<file path="src/rtl/debug_dump_ctrl.sv">
// debug_dump_ctrl: walks the core's debug read ports (register file, then a
// data-memory window) and streams each captured word out as a tagged
// valid/ready beat.
module debug_dump_ctrl #(
  parameter int unsigned     XLEN      = 32,
  parameter int unsigned     NUM_RF    = 32,
  parameter logic [XLEN-1:0] DF_BASE   = '0,
  parameter int unsigned     DF_WORDS  = 16,
  parameter int unsigned     DF_STRIDE = 4
) (
  input  logic            clk,
  input  logic            rst,
  input  logic            start,
  input  logic            abort,
  output logic [4:0]      debug_addr_RF,
  input  logic [XLEN-1:0] debug_data_RF,
  output logic [XLEN-1:0] debug_addr_DF,
  input  logic [XLEN-1:0] debug_data_DF,
  output logic            out_valid,
  input  logic            out_ready,
  output logic            out_src,
  output logic [XLEN-1:0] out_idx,
  output logic [XLEN-1:0] out_data,
  output logic            busy,
  output logic            done
);

  // Counter widths cover NUM_RF-1 and DF_WORDS-1; at least one bit each.
  localparam int unsigned     RF_IW   = (NUM_RF > 1) ? $clog2(NUM_RF) : 1;
  localparam int unsigned     DF_KW   = (DF_WORDS > 1) ? $clog2(DF_WORDS) : 1;
  localparam logic [RF_IW-1:0] RF_LAST = RF_IW'(NUM_RF - 1);
  localparam logic [DF_KW-1:0] DF_LAST = DF_KW'((DF_WORDS > 0) ? DF_WORDS - 1 : 0);
  localparam logic [XLEN-1:0]  DF_STEP = XLEN'(DF_STRIDE);

  typedef enum logic [2:0] {
    S_IDLE    = 3'd0,
    S_RF_ADDR = 3'd1,
    S_RF_OUT  = 3'd2,
    S_DF_ADDR = 3'd3,
    S_DF_OUT  = 3'd4,
    S_DONE    = 3'd5
  } state_t;

  state_t           r_state;
  logic [RF_IW-1:0] r_i;
  logic [DF_KW-1:0] r_k;
  logic [4:0]       r_addr_rf;
  logic [XLEN-1:0]  r_addr_df;
  logic             r_valid;
  logic             r_src;
  logic [XLEN-1:0]  r_idx;
  logic [XLEN-1:0]  r_data;
  logic             r_busy;
  logic             r_done;

  // Dump sequencer: the debug addresses are registered alongside the index
  // counters so the core's combinational read is settled by the capture edge.
  always_ff @(posedge clk) begin
    if (rst) begin
      r_state   <= S_IDLE;
      r_i       <= '0;
      r_k       <= '0;
      r_addr_rf <= '0;
      r_addr_df <= '0;
      r_valid   <= 1'b0;
      r_src     <= 1'b0;
      r_idx     <= '0;
      r_data    <= '0;
      r_busy    <= 1'b0;
      r_done    <= 1'b0;
    end else begin
      r_done <= 1'b0;
      case (r_state)
        S_IDLE: begin
          if (start && !abort) begin
            r_state   <= S_RF_ADDR;
            r_i       <= '0;
            r_addr_rf <= '0;
            r_busy    <= 1'b1;
          end
        end

        S_RF_ADDR: begin
          if (abort) begin
            r_state <= S_IDLE;
            r_busy  <= 1'b0;
          end else begin
            r_data  <= debug_data_RF;
            r_idx   <= XLEN'(r_i);
            r_src   <= 1'b0;
            r_valid <= 1'b1;
            r_state <= S_RF_OUT;
          end
        end

        S_RF_OUT: begin
          // abort wins over a simultaneous handshake; the beat was still taken
          if (abort) begin
            r_valid <= 1'b0;
            r_state <= S_IDLE;
            r_busy  <= 1'b0;
          end else if (out_ready) begin
            r_valid <= 1'b0;
            if (r_i == RF_LAST) begin
              if (DF_WORDS == 0) begin
                r_state <= S_DONE;
                r_done  <= 1'b1;
              end else begin
                r_state   <= S_DF_ADDR;
                r_k       <= '0;
                r_addr_df <= DF_BASE;
              end
            end else begin
              r_i       <= r_i + 1'b1;
              r_addr_rf <= 5'(r_i + 1'b1);
              r_state   <= S_RF_ADDR;
            end
          end
        end

        S_DF_ADDR: begin
          if (abort) begin
            r_state <= S_IDLE;
            r_busy  <= 1'b0;
          end else begin
            r_data  <= debug_data_DF;
            r_idx   <= r_addr_df;
            r_src   <= 1'b1;
            r_valid <= 1'b1;
            r_state <= S_DF_OUT;
          end
        end

        S_DF_OUT: begin
          if (abort) begin
            r_valid <= 1'b0;
            r_state <= S_IDLE;
            r_busy  <= 1'b0;
          end else if (out_ready) begin
            r_valid <= 1'b0;
            if (r_k == DF_LAST) begin
              r_state <= S_DONE;
              r_done  <= 1'b1;
            end else begin
              r_k       <= r_k + 1'b1;
              // address wraps modulo 2^XLEN by plain truncation
              r_addr_df <= r_addr_df + DF_STEP;
              r_state   <= S_DF_ADDR;
            end
          end
        end

        S_DONE: begin
          r_state <= S_IDLE;
          r_busy  <= 1'b0;
        end

        default: begin
          r_state <= S_IDLE;
          r_busy  <= 1'b0;
          r_valid <= 1'b0;
        end
      endcase
    end
  end

  assign debug_addr_RF = r_addr_rf;
  assign debug_addr_DF = r_addr_df;
  assign out_valid     = r_valid;
  assign out_src       = r_src;
  assign out_idx       = r_idx;
  assign out_data      = r_data;
  assign busy          = r_busy;
  assign done          = r_done;

endmodule

</file>
<file path="config.mk">
export PLATFORM = sky130hd
export DESIGN_NAME = debug_dump_ctrl
export DESIGN_NICKNAME = d
export VERILOG_FILES = /design/src/rtl/debug_dump_ctrl.sv
export SDC_FILE = /design/constraint.sdc
export NUM_CORES = 1
export LEC_CHECK = 0
export ABC_AREA = 1
export ABC_CLOCK_PERIOD_IN_PS = 1900
export BUFFER_PORTS_ARGS = -buffer_cell sky130_fd_sc_hd__buf_2
export CORE_UTILIZATION = 45
export DETAILED_ROUTE_END_ITERATION = 10
export GPL_TIMING_DRIVEN = 0
export PLACE_DENSITY = 0.86
export SETUP_SLACK_MARGIN = 0.2
export SYNTH_ARGS = -nofsm -noshare
export SYNTH_HDL_FRONTEND = slang
export SYNTH_SLANG_ARGS = --single-unit
</file>
<file path="constraint.sdc">
create_clock -name clk -period 1.9 [get_ports clk]
set_clock_uncertainty 0.2 [all_clocks]
set_input_delay 0.095 -clock clk [delete_from_list [all_inputs] [get_ports clk]]
set_output_delay 0.095 -clock clk [all_outputs]
set_load 0.01 [all_outputs]
</file>
==> results.py <==
metrics = {
    "setup_path": {
        "r2r_end": "debug_addr_DF[27]",
        "worst-r2r-cell-count": 14,
        "critPathRequiredTime_ns": 2.00,
        "regToRegStartpoint": "debug_addr_RF[0]",
        "path_class": "flip-flop to flip-flop",
        "critPathCapture": "debug_addr_DF[27]",
        "startpoint": "debug_addr_RF[0]",
        "cp_max_fo": 5,
        "start_kind": "flip-flop",
        "worstPathArrival_ns": 2.20,
        "regToRegSetupSlack_ns": -0.20,
        "end_kind": "flip-flop",
    },
    "floorplanning": {
        "row_count": 38,
        "initial_core_util_pct": 46.1,
        "die_w_um": 107,
        "dieArea_um2": 11500,
        "pin_count": 174,
        "core_area_um2": 10800,
        "chipHeight_um": 107,
    },
    "clock_network": {
        "clk_path_buf_depth": 2,
        "cts_root_buffer": "clkbuf_8",
        "htreeDepth": 3,
        "cts_tree": "built",
        "clkSinkCount": 110,
        "clk_latency_ns": 0.37,
        "numCtsBuffers": 9,
        "clk_pin_slew_ns": 0.11,
    },
    "placed_design": {
        "dp_hpwl_um": 10700,
        "port_buffers": 171,
        "gp_congestion": 0.885,
    },
    "power": {
        "power_density_nw_per_um2": 609,
        "irDropWorstVdd_mv": 0.345,
        "p_leak_nw": 3.27,
    },
    "worst_hold_path": {
        "hold_path.class": "input port to flip-flop",
    },
    "synth": {
        "synth_area_um2": 4980,
        "syn_avg_cell_area_um2": 7.14,
        "ys.flop_type": "dfxtp_1",
        "synth-async-reset-ratio_pct": 0,
        "synthCells": 697,
        "synth_edf_count": 0,
        "ys_seq_area_share_pct": 44.2,
        "ys_seq_elements": 110,
        "synth.distinct_cells": 35,
        "yosys_warnings": 0,
    },
    "layout": {
        "drive_gt1_share_pct": 33.2,
        "diodes": 0,
        "post-route-util_pct": 69.2,
        "final_net_count": 1037,
        "nFillCells": 846,
        "area_growth_pct": 50.0,
    },
    "outcome": {
        "violations": "setup timing",
        "status": "complete, but fails checks",
    },
    "routing": {
        "viasPerCell": 5.37,
        "dr.pass1.iters": 8,
        "ant_nets": 0,
        "routed_wl_um": 18100,
        "drc": 0,
        "drt-initial-drc-count": 626,
        "vias": 5946,
        "wl_per_cell_um": 16.3,
    },
    "global_route": {
        "grt_start_max_net_pins": 18,
        "grt_pass1_vias": 5329,
        "grt_first_pass_wirelength_um": 26600,
        "grt_antenna_before_repair": 0,
        "gr-usage-all-layers_pct": 29.4,
        "overflow": 0,
    },
    "sta": {
        "setup-violations-final": 39,
        "grt_setup_unrepaired": "yes",
        "setup_ws_ns": -0.200,
        "fmax_mhz": 476,
        "maxSlewHeadroom_pct": 64.1,
        "maxSlewViolCount": 0,
        "tns_ns": -3.43,
        "fin_crit_sh_pct": 111,
        "final.min_clock_period_ns": 2.10,
        "hold_violations": 0,
        "tightest_slew_ns": 0.539,
    },
    "run": {
        "maxCapViolCount": 0,
    },
}
Yosys cell counts (2+ instances only):
cell	n	area, µm²
nand2_2	6	37.5
o21ai_0	45	225
buf_4	5	37.5
xor2_1	3	26.3
nand4_1	10	62.6
buf_2	9	45.0
o21ai_1	3	15.0
o22ai_1	35	219
nand3_1	29	145
buf_6	4	45.0
nand3_2	2	20.0
nand3b_1	4	30.0
nor2_4	5	56.3
dfxtp_1	110	2200
nor2_2	5	31.3
a21oi_1	83	415
nor3_1	10	50.1
ha_1	4	50.1
inv_2	6	22.5
inv_1	44	165
nand2_1	160	601
clkbuf_1	17	63.8
nor2_1	85	319
buf_1	2	7.51
worst min path at each step:
stage | start | slack, ns | end | depth (start not counted)
after floorplan | abort | -0.03 | done | 1
after global placement | debug_data_DF[13] | 0.18 | out_data[13] | 3
after detailed placement | debug_data_RF[9] | 0.19 | out_data[9] | 3
after CTS | start | 0.01 | busy | 6
after global routing | start | 0.08 | busy | 6
final | rst | 0.07 | debug_addr_DF[3] | 5
through the flow:
stage | hold WS, ns | std cells | cell area (µm²) | setup WS (ns) | power [mW]
final | 0.0726 | 1108 | 7460 | -0.200 | 4.55
after global routing | 0.0760 | 1108 | 7460 | -0.327 | 4.69
after CTS | 0.0102 | 1103 | 7170 | -0.0685 | 4.49
after detailed placement | 0.190 | 1009 | 6040 | -0.239 | 2.84
after global placement | 0.176 | 1009 | 6040 | -0.237 | 2.83
after floorplan | -0.0278 | 698 | 5010 | 0.00415 | 2.65
area by class of cell:
cell class | count | area, µm² | area share (%)
plain buffers | 37 | 278 | 3.72
clock inverters | 5 | 83.8 | 1.12
clock buffers | 10 | 128 | 1.71
well taps | 140 | 175 | 2.35
flip-flops and latches | 110 | 2220 | 29.7
multi-input cells | 500 | 2650 | 35.5
inverters | 51 | 206 | 2.77
repair buffers | 255 | 1730 | 23.2
report_power, final:
group | internal (mW) | total (mW) | switching (mW)
logic | 0.290 | 0.603 | 0.312
registers | 2.36 | 2.38 | 0.0284
clock network | 0.742 | 1.56 | 0.818
critical path: stages, from the launching register on:
cell and delay, ns:
dfxtp_4 0.37, ha_4 0.17, nand2_4 0.08, nor2_4 0.04
ha_4 0.16, inv_2 0.05, nand4_1 0.13, nand2_2 0.13
nor2_4 0.04, buf_6 0.13, buf_12 0.12, buf_16 0.12
nand2_1 0.06, nand2_1 0.05, a21oi_1 0.17
placed cells by master, fill, tap and decap left out, types with 3 or more instances in the layout:
cell and instances:
nand2_4 5, o22ai_1 35, o21ai_0 37, o21ai_1 7
nand3_1 24, a21oi_2 5, nand3b_1 4, clkbuf_2 9
o21ai_2 3, nor2_4 11, clkbuf_1 9, nand2_1 137
dfxtp_2 6, nor2_1 75, nand3_4 3, buf_4 18
buf_8 6, nand4_1 10, nor3_1 6, buf_6 6
nand3_2 5, a21oi_1 78, buf_2 174, dlygate4sd3_1 66
clkbuf_8 9, inv_1 43, nor3_2 4, dfxtp_1 102
xor2_1 3, nor2_2 9, inv_2 5, nand2_2 25
metal layers:
metal  GRT usage, %  wire length [µm]  vias up
met2           50.2              8640      355
met1           35.5              7110     2684
met4           13.1               657        0
met5              0                 0        -
li1               -                 -     2842
met3           6.02              1650       65
sequential cells by signal, indices dropped and copies added (netlist names), 3 cells and up:
name and count:
out_data 32, out_idx 32, r_state 3, debug_addr_DF 30
debug_addr_RF 5, r_k 4
cells by family (layout without fill, tap and decap cells):
| kind of cell | count (synthesis) | count (layout) | synth area share (%) |
|---|---|---|---|
| AO/OA/AOI/OAI | 167 | 167 | 17.7 |
| XOR/XNOR | 4 | 4 | 0.704 |
| adder cells (fa/ha/maj) | 4 | 4 | 1.01 |
| buffers and inverters | 88 | 358 | 7.84 |
| flip-flops | 110 | 110 | 44.2 |
| other | 1 | 2 | 0.0753 |
| AND/OR/NAND/NOR | 323 | 323 | 28.4 |
repair_timing:
item / CTS / global route
gates cloned: 3 / 1
setup endpoints to repair: 91 / 102
pin swaps: 11 / 18
gates resized for setup: 53 / 75
hold buffers: 66 / 0
hold endpoints to repair: 37 / 0
buffers inserted: 10 / 4
Power figures use the tool's default switching activity.
